===== src/rtl/sens_power_convert_mc.sv =====
// Multi-channel sensor power converter: snapshots NCH raw words on start and returns
// clamp(din, LIMIT) * FS / LIMIT per enabled channel through one shared serial divider.
//
// state | meaning
// IDLE  | waiting for data_startp; published results held
// LOAD  | clamp current channel, form x*FS dividend, seed divider
// DIV   | one restoring quotient bit per clock, OUT_W clocks
// STORE | write quotient/clamp to shadow slot; next channel or publish
module sens_power_convert_mc #(
  parameter int NCH   = 4,
  parameter int IN_W  = 16,
  parameter int OUT_W = 10,
  parameter int LIMIT = 3840
) (
  input  logic                  clk_i,
  input  logic                  rst_ni,
  input  logic [NCH*IN_W-1:0]   pwr_din_i,
  input  logic [NCH-1:0]        ch_en_i,
  input  logic                  data_startp_i,
  output logic [NCH*OUT_W-1:0]  pwr_dout_o,
  output logic [NCH-1:0]        clamp_flag_o,
  output logic                  busy_o,
  output logic                  calc_done_o
);

  localparam int LIM_W = $clog2(LIMIT + 1);
  localparam int ZW    = LIM_W + OUT_W;
  localparam int CHW   = (NCH > 1) ? $clog2(NCH) : 1;
  localparam int CW    = $clog2(OUT_W + 1);
  localparam logic [LIM_W:0] LIM_EXT = (LIM_W + 1)'(LIMIT);

  typedef enum logic [1:0] {S_IDLE, S_LOAD, S_DIV, S_STORE} state_t;

  state_t                 state_q, state_d;
  logic [NCH*IN_W-1:0]    din_q, din_d;
  logic [NCH-1:0]         en_q, en_d;
  logic [CHW-1:0]         ch_q, ch_d;
  logic [LIM_W-1:0]       rem_q, rem_d;
  logic [OUT_W-1:0]       zlo_q, zlo_d;
  logic [OUT_W-1:0]       quo_q, quo_d;
  logic [CW-1:0]          cnt_q, cnt_d;
  logic                   clamp_cur_q, clamp_cur_d;
  logic [NCH*OUT_W-1:0]   res_sh_q, res_sh_d;
  logic [NCH-1:0]         clamp_sh_q, clamp_sh_d;
  logic [NCH*OUT_W-1:0]   dout_q, dout_d;
  logic [NCH-1:0]         cflag_q, cflag_d;
  logic                   done_q, done_d;

  logic [IN_W-1:0]  din_cur;
  logic             over;
  logic [LIM_W-1:0] x_clamped;
  logic [ZW-1:0]    z;
  logic [LIM_W:0]   trial;
  logic             ge;
  logic [CHW:0]     nxt, first;

  // Lowest enabled channel at or above 'from'; MSB of the result flags "found".
  function automatic logic [CHW:0] find_next(input logic [NCH-1:0] mask, input int from);
    find_next = '0;
    for (int i = NCH - 1; i >= 0; i--) begin
      if (mask[i] && (i >= from)) find_next = {1'b1, CHW'(i)};
    end
  endfunction

  always_comb begin
    state_d     = state_q;
    din_d       = din_q;
    en_d        = en_q;
    ch_d        = ch_q;
    rem_d       = rem_q;
    zlo_d       = zlo_q;
    quo_d       = quo_q;
    cnt_d       = cnt_q;
    clamp_cur_d = clamp_cur_q;
    res_sh_d    = res_sh_q;
    clamp_sh_d  = clamp_sh_q;
    dout_d      = dout_q;
    cflag_d     = cflag_q;
    done_d      = 1'b0;

    din_cur   = din_q[ch_q*IN_W +: IN_W];
    over      = din_cur > IN_W'(LIMIT);
    x_clamped = over ? LIM_W'(LIMIT) : LIM_W'(din_cur);
    z         = {x_clamped, {OUT_W{1'b0}}} - {{OUT_W{1'b0}}, x_clamped};
    trial     = {rem_q, zlo_q[OUT_W-1]};
    ge        = trial >= LIM_EXT;
    nxt       = find_next(en_q, int'(ch_q) + 1);
    first     = find_next(ch_en_i, 0);

    unique case (state_q)
      S_IDLE: begin
        if (data_startp_i) begin
          din_d      = pwr_din_i;
          en_d       = ch_en_i;
          res_sh_d   = '0;
          clamp_sh_d = '0;
          if (first[CHW]) begin
            ch_d    = first[CHW-1:0];
            state_d = S_LOAD;
          end else begin
            dout_d  = '0;
            cflag_d = '0;
            done_d  = 1'b1;
          end
        end
      end
      S_LOAD: begin
        // Dividend top bits are already below LIMIT, so OUT_W steps give the exact floor.
        rem_d       = z[ZW-1:OUT_W];
        zlo_d       = z[OUT_W-1:0];
        quo_d       = '0;
        cnt_d       = CW'(OUT_W - 1);
        clamp_cur_d = over;
        state_d     = S_DIV;
      end
      S_DIV: begin
        rem_d = ge ? LIM_W'(trial - LIM_EXT) : trial[LIM_W-1:0];
        zlo_d = zlo_q << 1;
        quo_d = (quo_q << 1) | OUT_W'(ge);
        if (cnt_q == '0) state_d = S_STORE;
        else             cnt_d   = cnt_q - 1'b1;
      end
      S_STORE: begin
        res_sh_d[ch_q*OUT_W +: OUT_W] = quo_q;
        clamp_sh_d[ch_q]              = clamp_cur_q;
        if (nxt[CHW]) begin
          ch_d    = nxt[CHW-1:0];
          state_d = S_LOAD;
        end else begin
          dout_d  = res_sh_d;
          cflag_d = clamp_sh_d;
          done_d  = 1'b1;
          state_d = S_IDLE;
        end
      end
      default: state_d = S_IDLE;
    endcase
  end

  always_ff @(posedge clk_i) begin
    if (!rst_ni) begin
      state_q     <= S_IDLE;
      din_q       <= '0;
      en_q        <= '0;
      ch_q        <= '0;
      rem_q       <= '0;
      zlo_q       <= '0;
      quo_q       <= '0;
      cnt_q       <= '0;
      clamp_cur_q <= 1'b0;
      res_sh_q    <= '0;
      clamp_sh_q  <= '0;
      dout_q      <= '0;
      cflag_q     <= '0;
      done_q      <= 1'b0;
    end else begin
      state_q     <= state_d;
      din_q       <= din_d;
      en_q        <= en_d;
      ch_q        <= ch_d;
      rem_q       <= rem_d;
      zlo_q       <= zlo_d;
      quo_q       <= quo_d;
      cnt_q       <= cnt_d;
      clamp_cur_q <= clamp_cur_d;
      res_sh_q    <= res_sh_d;
      clamp_sh_q  <= clamp_sh_d;
      dout_q      <= dout_d;
      cflag_q     <= cflag_d;
      done_q      <= done_d;
    end
  end

  assign pwr_dout_o   = dout_q;
  assign clamp_flag_o = cflag_q;
  assign busy_o       = (state_q != S_IDLE);
  assign calc_done_o  = done_q;

endmodule


===== config.mk =====
export PLATFORM = sky130hd
export DESIGN_NAME = sens_power_convert_mc
export DESIGN_NICKNAME = d
export VERILOG_FILES = /design/src/rtl/sens_power_convert_mc.sv
export SDC_FILE = /design/constraint.sdc
export NUM_CORES = 1
export LEC_CHECK = 0
export BUFFER_PORTS_ARGS = -buffer_cell sky130_fd_sc_hd__buf_4
export CORE_MARGIN = 3
export CORE_UTILIZATION = 40
export DETAILED_ROUTE_END_ITERATION = 8
export GPL_ROUTABILITY_DRIVEN = 0
export RECOVER_POWER = 25
export SYNTH_ARGS = -nofsm -noshare
export SYNTH_HDL_FRONTEND = slang
export SYNTH_SLANG_ARGS = --single-unit

===== constraint.sdc =====
create_clock -name clk_i -period 3.88 [get_ports clk_i]
set_input_delay 0.388 -clock clk_i [delete_from_list [all_inputs] [get_ports clk_i]]
set_output_delay 0.388 -clock clk_i [all_outputs]
set_load 0.01 [all_outputs]

# Word-level counts from Yosys, hierarchy flattened
# Cells that the tools add are included.
# classes
bitwise_logic,1
n_lt_le_gt_ge,8
n_reduce_logical,16
shift,3
eq_ne,10
multipliers,1
n_addsub,5
mux,44
# op_table
op,count
$mux 40,4
$pmux 40 s2,2
$shiftx 64x7->16,1
$bwmux 40,1
$pmux 10 s2,2
$shift 10x34->40 const A,1
$shiftx 10x34->40,1
$neg 6->34,1
$mux 12,2
$mux 3,8
$pmux 12 s2,1
$pmux 4 s2,3
$sub 22x12->22,1
$mux 4,5
$gt 16x12->1 const B,1
$ne 2x2->1 const B,7
$ge 13x12->1 const B,1
$mux 2,6
$sub 12x12->12 const B,1
$or 10x1->10,1
$pmux 2 s4,1
$reduce_and 4->1,2
$ge 1x3->1 const A,2
$ge 2x3->1 const A,2
18 further kinds,31
# word_totals
word_cells,102
reg_bits,198

# Depth between registers and ports, before layout
# logic_depth
ltp_word,9
mapped_depth,17

# Worst setup path before layout
# Ideal clock, no wire load.
# synth_path
path_kind,register to register
start,reg ch_q[1]
end,reg rem_q[6]
t_arrival_ns,3.757
path_buffers,4
setup_slack_ns,0.005
path_stages_with_launch,17
required_time_ns,3.763
path_cell_list,dfxtp_1 > buf_6 > buf_8 > mux4_2 > nor3_4 > a31o_4 > and2_4 > buf_6 > buf_2 > nand2_1 > inv_1 > ha_1 > and3b_1 > a21o_1 > o211a_1 > or4_1 > a32o_1
# synth_between
elab_chain_len,5
# synth_rtl
element,line_no,source
from (decl),37,"logic [CHW-1:0] ch_q, ch_d;"
from (signal assigned),160,ch_q <= ch_d;
$shiftx 64x7->16 *,81,din_cur = din_q[ch_q*IN_W +: IN_W];
$gt 16x12->1,82,over = din_cur > IN_W'(LIMIT);
$mux 12 *,83,x_clamped = over ? LIM_W'(LIMIT) : LIM_W'(din_cur);
$sub 22x12->22 *,84,"z = {x_clamped, {OUT_W{1'b0}}} - {{OUT_W{1'b0}}, x_clamped};"
$pmux 12 s2 *,90,unique case (state_q)
to (signal assigned),161,rem_q <= rem_d;
to (decl),38,"logic [LIM_W-1:0] rem_q, rem_d;"
# Every way passes the cells marked *; elsewhere a longest branch is shown, timed or not.
# A chain may end at the register's enable or synchronous reset.

# Worst setup path after layout
# Same ends and word-level chain as after synthesis.

==> metrics.txt <==
Seq/Total Area, Yosys 0.403; number of antenna diodes 0; share of post-route cells with drive strength above 1 0.126; unrepaired setup endpoints after global routing false; vias in the first global route 8490; top cell type's share of synthesized area 0.403; fillcell total 2418; FF/Latch Area 3970 um^2; Max Root-Sink Buffers 2; worst path cell trace buf_4 > mux4_2 > nor3_4 > a31o_4 > and2_4 > nand2_1 > inv_1 > ha_1 > and3b_1 > a21o_1 > o211a_1 > or4_1 > a32o_1; Area contributors post-synth dfxtp_1, nand2_1, a21oi_1; drt initial violations 826; crit path DAT 4010 ps; compound-cell area share of the yosys netlist 0.193; Post-Synth Simple-Gate Area 0.245; chip width 163 um; reg-to-reg critical path endpoint rem_q[6]$_SDFFE_PN0P_; clk slew on worst S/H paths 90 ps; Pins Over Slew Limit 48; synthesis warning total 0; total wire length 27.7 mm; Largest stage delay, worst path 640 ps; Crit-path slowest cell mux4_2; detailed-route DRC error count 0; Peak Freq 272 MHz; Worst Hold Launch pwr_din_i[11]; WHS Path Cells 3; largest net degree at the start of global routing 90; largest family of logic cells by synthesized area simple AND/OR/NAND/NOR gates; Final Cycle Share 0.949; count of cell types in the netlist 67; WL/cell 16.4 um; number of port buffers 116; syn avg cell area 7.66 um^2; Least-Margin Pin Slew 1830 ps; Top delay family on crit path simple AND/OR/NAND/NOR gates; reg-to-reg slack, setup 200 ps; final setup skew 15.8 ps; initial antenna violation count 0; crit path time final 3680 ps; Area growth syn-to-layout 16.1%; Root Buffer clkbuf_16; CP max FO 9; Hold Fails Final Rpt 0; Num Clock Sinks 198; Synth area leader dfxtp_1; Multi-input gate area 5410 um^2; vias post-DR 9229; Critical Path RT 4210 ps; Setup crit start kind register; post-route ant nets 0; dpl hpwl 18.9 mm; violated checks capacitance limit, slew limit; global-route wire length before repair 44.8 mm; Mapped Cells 1285; Hold WC Path Type primary input to register; synth cell count leaders nand2_1, a21oi_1, dfxtp_1, nor2_1, clkbuf_1; ys async rst share 0; Design Area, Final 11400 um^2; PwrDens 651 nW/um^2; Setup crit end kind register; cts hold-fix bufs 0; synthesized area 9850 um^2; worst r2r path cells 13; WS Path Type register to register; R2R Path Start ch_q[1]$_SDFFE_PN0P_; Post-DP Area 11000 um^2; Post-synth EDFFs 0; number of buffers created by CTS 17; core area 23800 um^2; mux share of post-synthesis cell area 0.0736; syn_nets 1372; CTS tree built; initial core utilization 0.413; Buf/Inv on CP 2; Synth Register Bits 198; router iterations before antenna repair 5; worst skew pair latency 440 ps; adder-cell share of the synthesized area 0.0203; Layout Utilization 0.480; status finished with violations; number of top-level pins 117; Most used DFF post-synth dfxtp_1; fin nets 1445; xor-xnor portion of the synthesized cell area 0.0151; H-tree levels 4; maximum VDD drop 290 uV; # setup viols final 0; Hold Path End din_q[11]$_SDFFE_PN0P_; Vias/cell 5.46; total track usage 0.207; row cnt 56; Slew Limit Headroom -0.218; Lkg Pwr 3.99 nW; top-count cell post-synth nand2_1; grt ovf 0; die area 26500 um^2; total negative setup slack 0 ps; DIE HEIGHT 163 um; Max-Cap Viols 1
[worst max-delay path by stage]
stage,start,end,depth (start not counted),slack [ps]
final,ch_q[1]$_SDFFE_PN0P_,rem_q[6]$_SDFFE_PN0P_,13,200
after floorplan,ch_q[1]$_SDFFE_PN0P_,rem_q[6]$_SDFFE_PN0P_,16,5
after global placement,ch_q[0]$_SDFFE_PN0P_,rem_q[6]$_SDFFE_PN0P_,12,260
after detailed placement,ch_q[0]$_SDFFE_PN0P_,rem_q[6]$_SDFFE_PN0P_,12,220
after global routing,ch_q[1]$_SDFFE_PN0P_,rem_q[6]$_SDFFE_PN0P_,13,6
after CTS,ch_q[0]$_SDFFE_PN0P_,rem_q[6]$_SDFFE_PN0P_,12,190
[through the flow]
step	power [W]	worst slack (ps)	std cells	hold WS (ps)
finish	0.00744	197	1690	185
global route	0.00790	6.44	1690	186
CTS	0.00744	191	1690	174
detailed placement	0.00563	216	1658	444
global placement	0.00562	259	1658	434
floorplan	0.00476	5.36	1285	427
[report_power, final]
part | leakage [nW] | switching, W | internal [W]
logic | 2.09 | 0.00205 | 0.00113
clock network | 0.296 | 0.000925 | 0.000877
registers | 1.61 | 0.000183 | 0.00227
total | 3.99 | 0.00315 | 0.00429
[layout by cell type (no fill, tap or decap), types with 11 or more instances in the layout]
cell / netlist / final
nand3_1: 36 / 36
o21ai_0: 32 / 31
inv_1: 22 / 21
clkbuf_16: 0 / 17
clkbuf_1: 77 / 46
xnor2_1: 11 / 11
nor2_1: 85 / 84
buf_4: 2 / 101
nand2b_1: 11 / 11
and2_1: 15 / 13
a22oi_1: 12 / 12
mux2i_1: 33 / 33
dfxtp_1: 198 / 197
a21oi_1: 201 / 201
ha_1: 16 / 16
nand2_1: 347 / 346
a211oi_1: 14 / 14
mux4_2: 16 / 16
[worst min-delay path, stage by stage]
cell	delay, ps
buf_4	110
nand2_1	50
a21oi_1	50
[sequential cells by signal (all words and copies together) (netlist names)]
register and cells:
quo_q 10, calc_done_o 1, zlo_q 10, rem_q 12
din_q 64, clamp_sh_q 4, clamp_cur_q 1, ch_q 2
state_q 2, en_q 4, res_sh_q 40, pwr_dout_o 40
cnt_q 4, clamp_flag_o 4
[cell families after synthesis]
group | after synthesis
compound gates | 324
xor+xnor | 17
flops | 198
fa+ha+maj | 16
buf+inv | 121
simple gates | 557
mux | 52
[cell type report]
type,instances,area share
well taps,319,0.0349
repair buffers,149,0.0836
inverters,26,0.00876
clock buffers,17,0.0372
clock inverters,15,0.0155
multi-input cells,966,0.473
flip-flops and latches,198,0.347
[repair_timing]
item	CTS	global route
setup buffers	0	0
gates resized for setup	0	1
setup endpoints to repair	0	1
[layer usage]
layer,vias up,wire length [um],global-route usage
li1,4561,-,-
met1,4352,13900,0.319
met2,295,11800,0.306
met3,21,1750,0.0326
met4,0,211,0.0392
met5,-,0,0
Power figures use the tool's default switching activity.
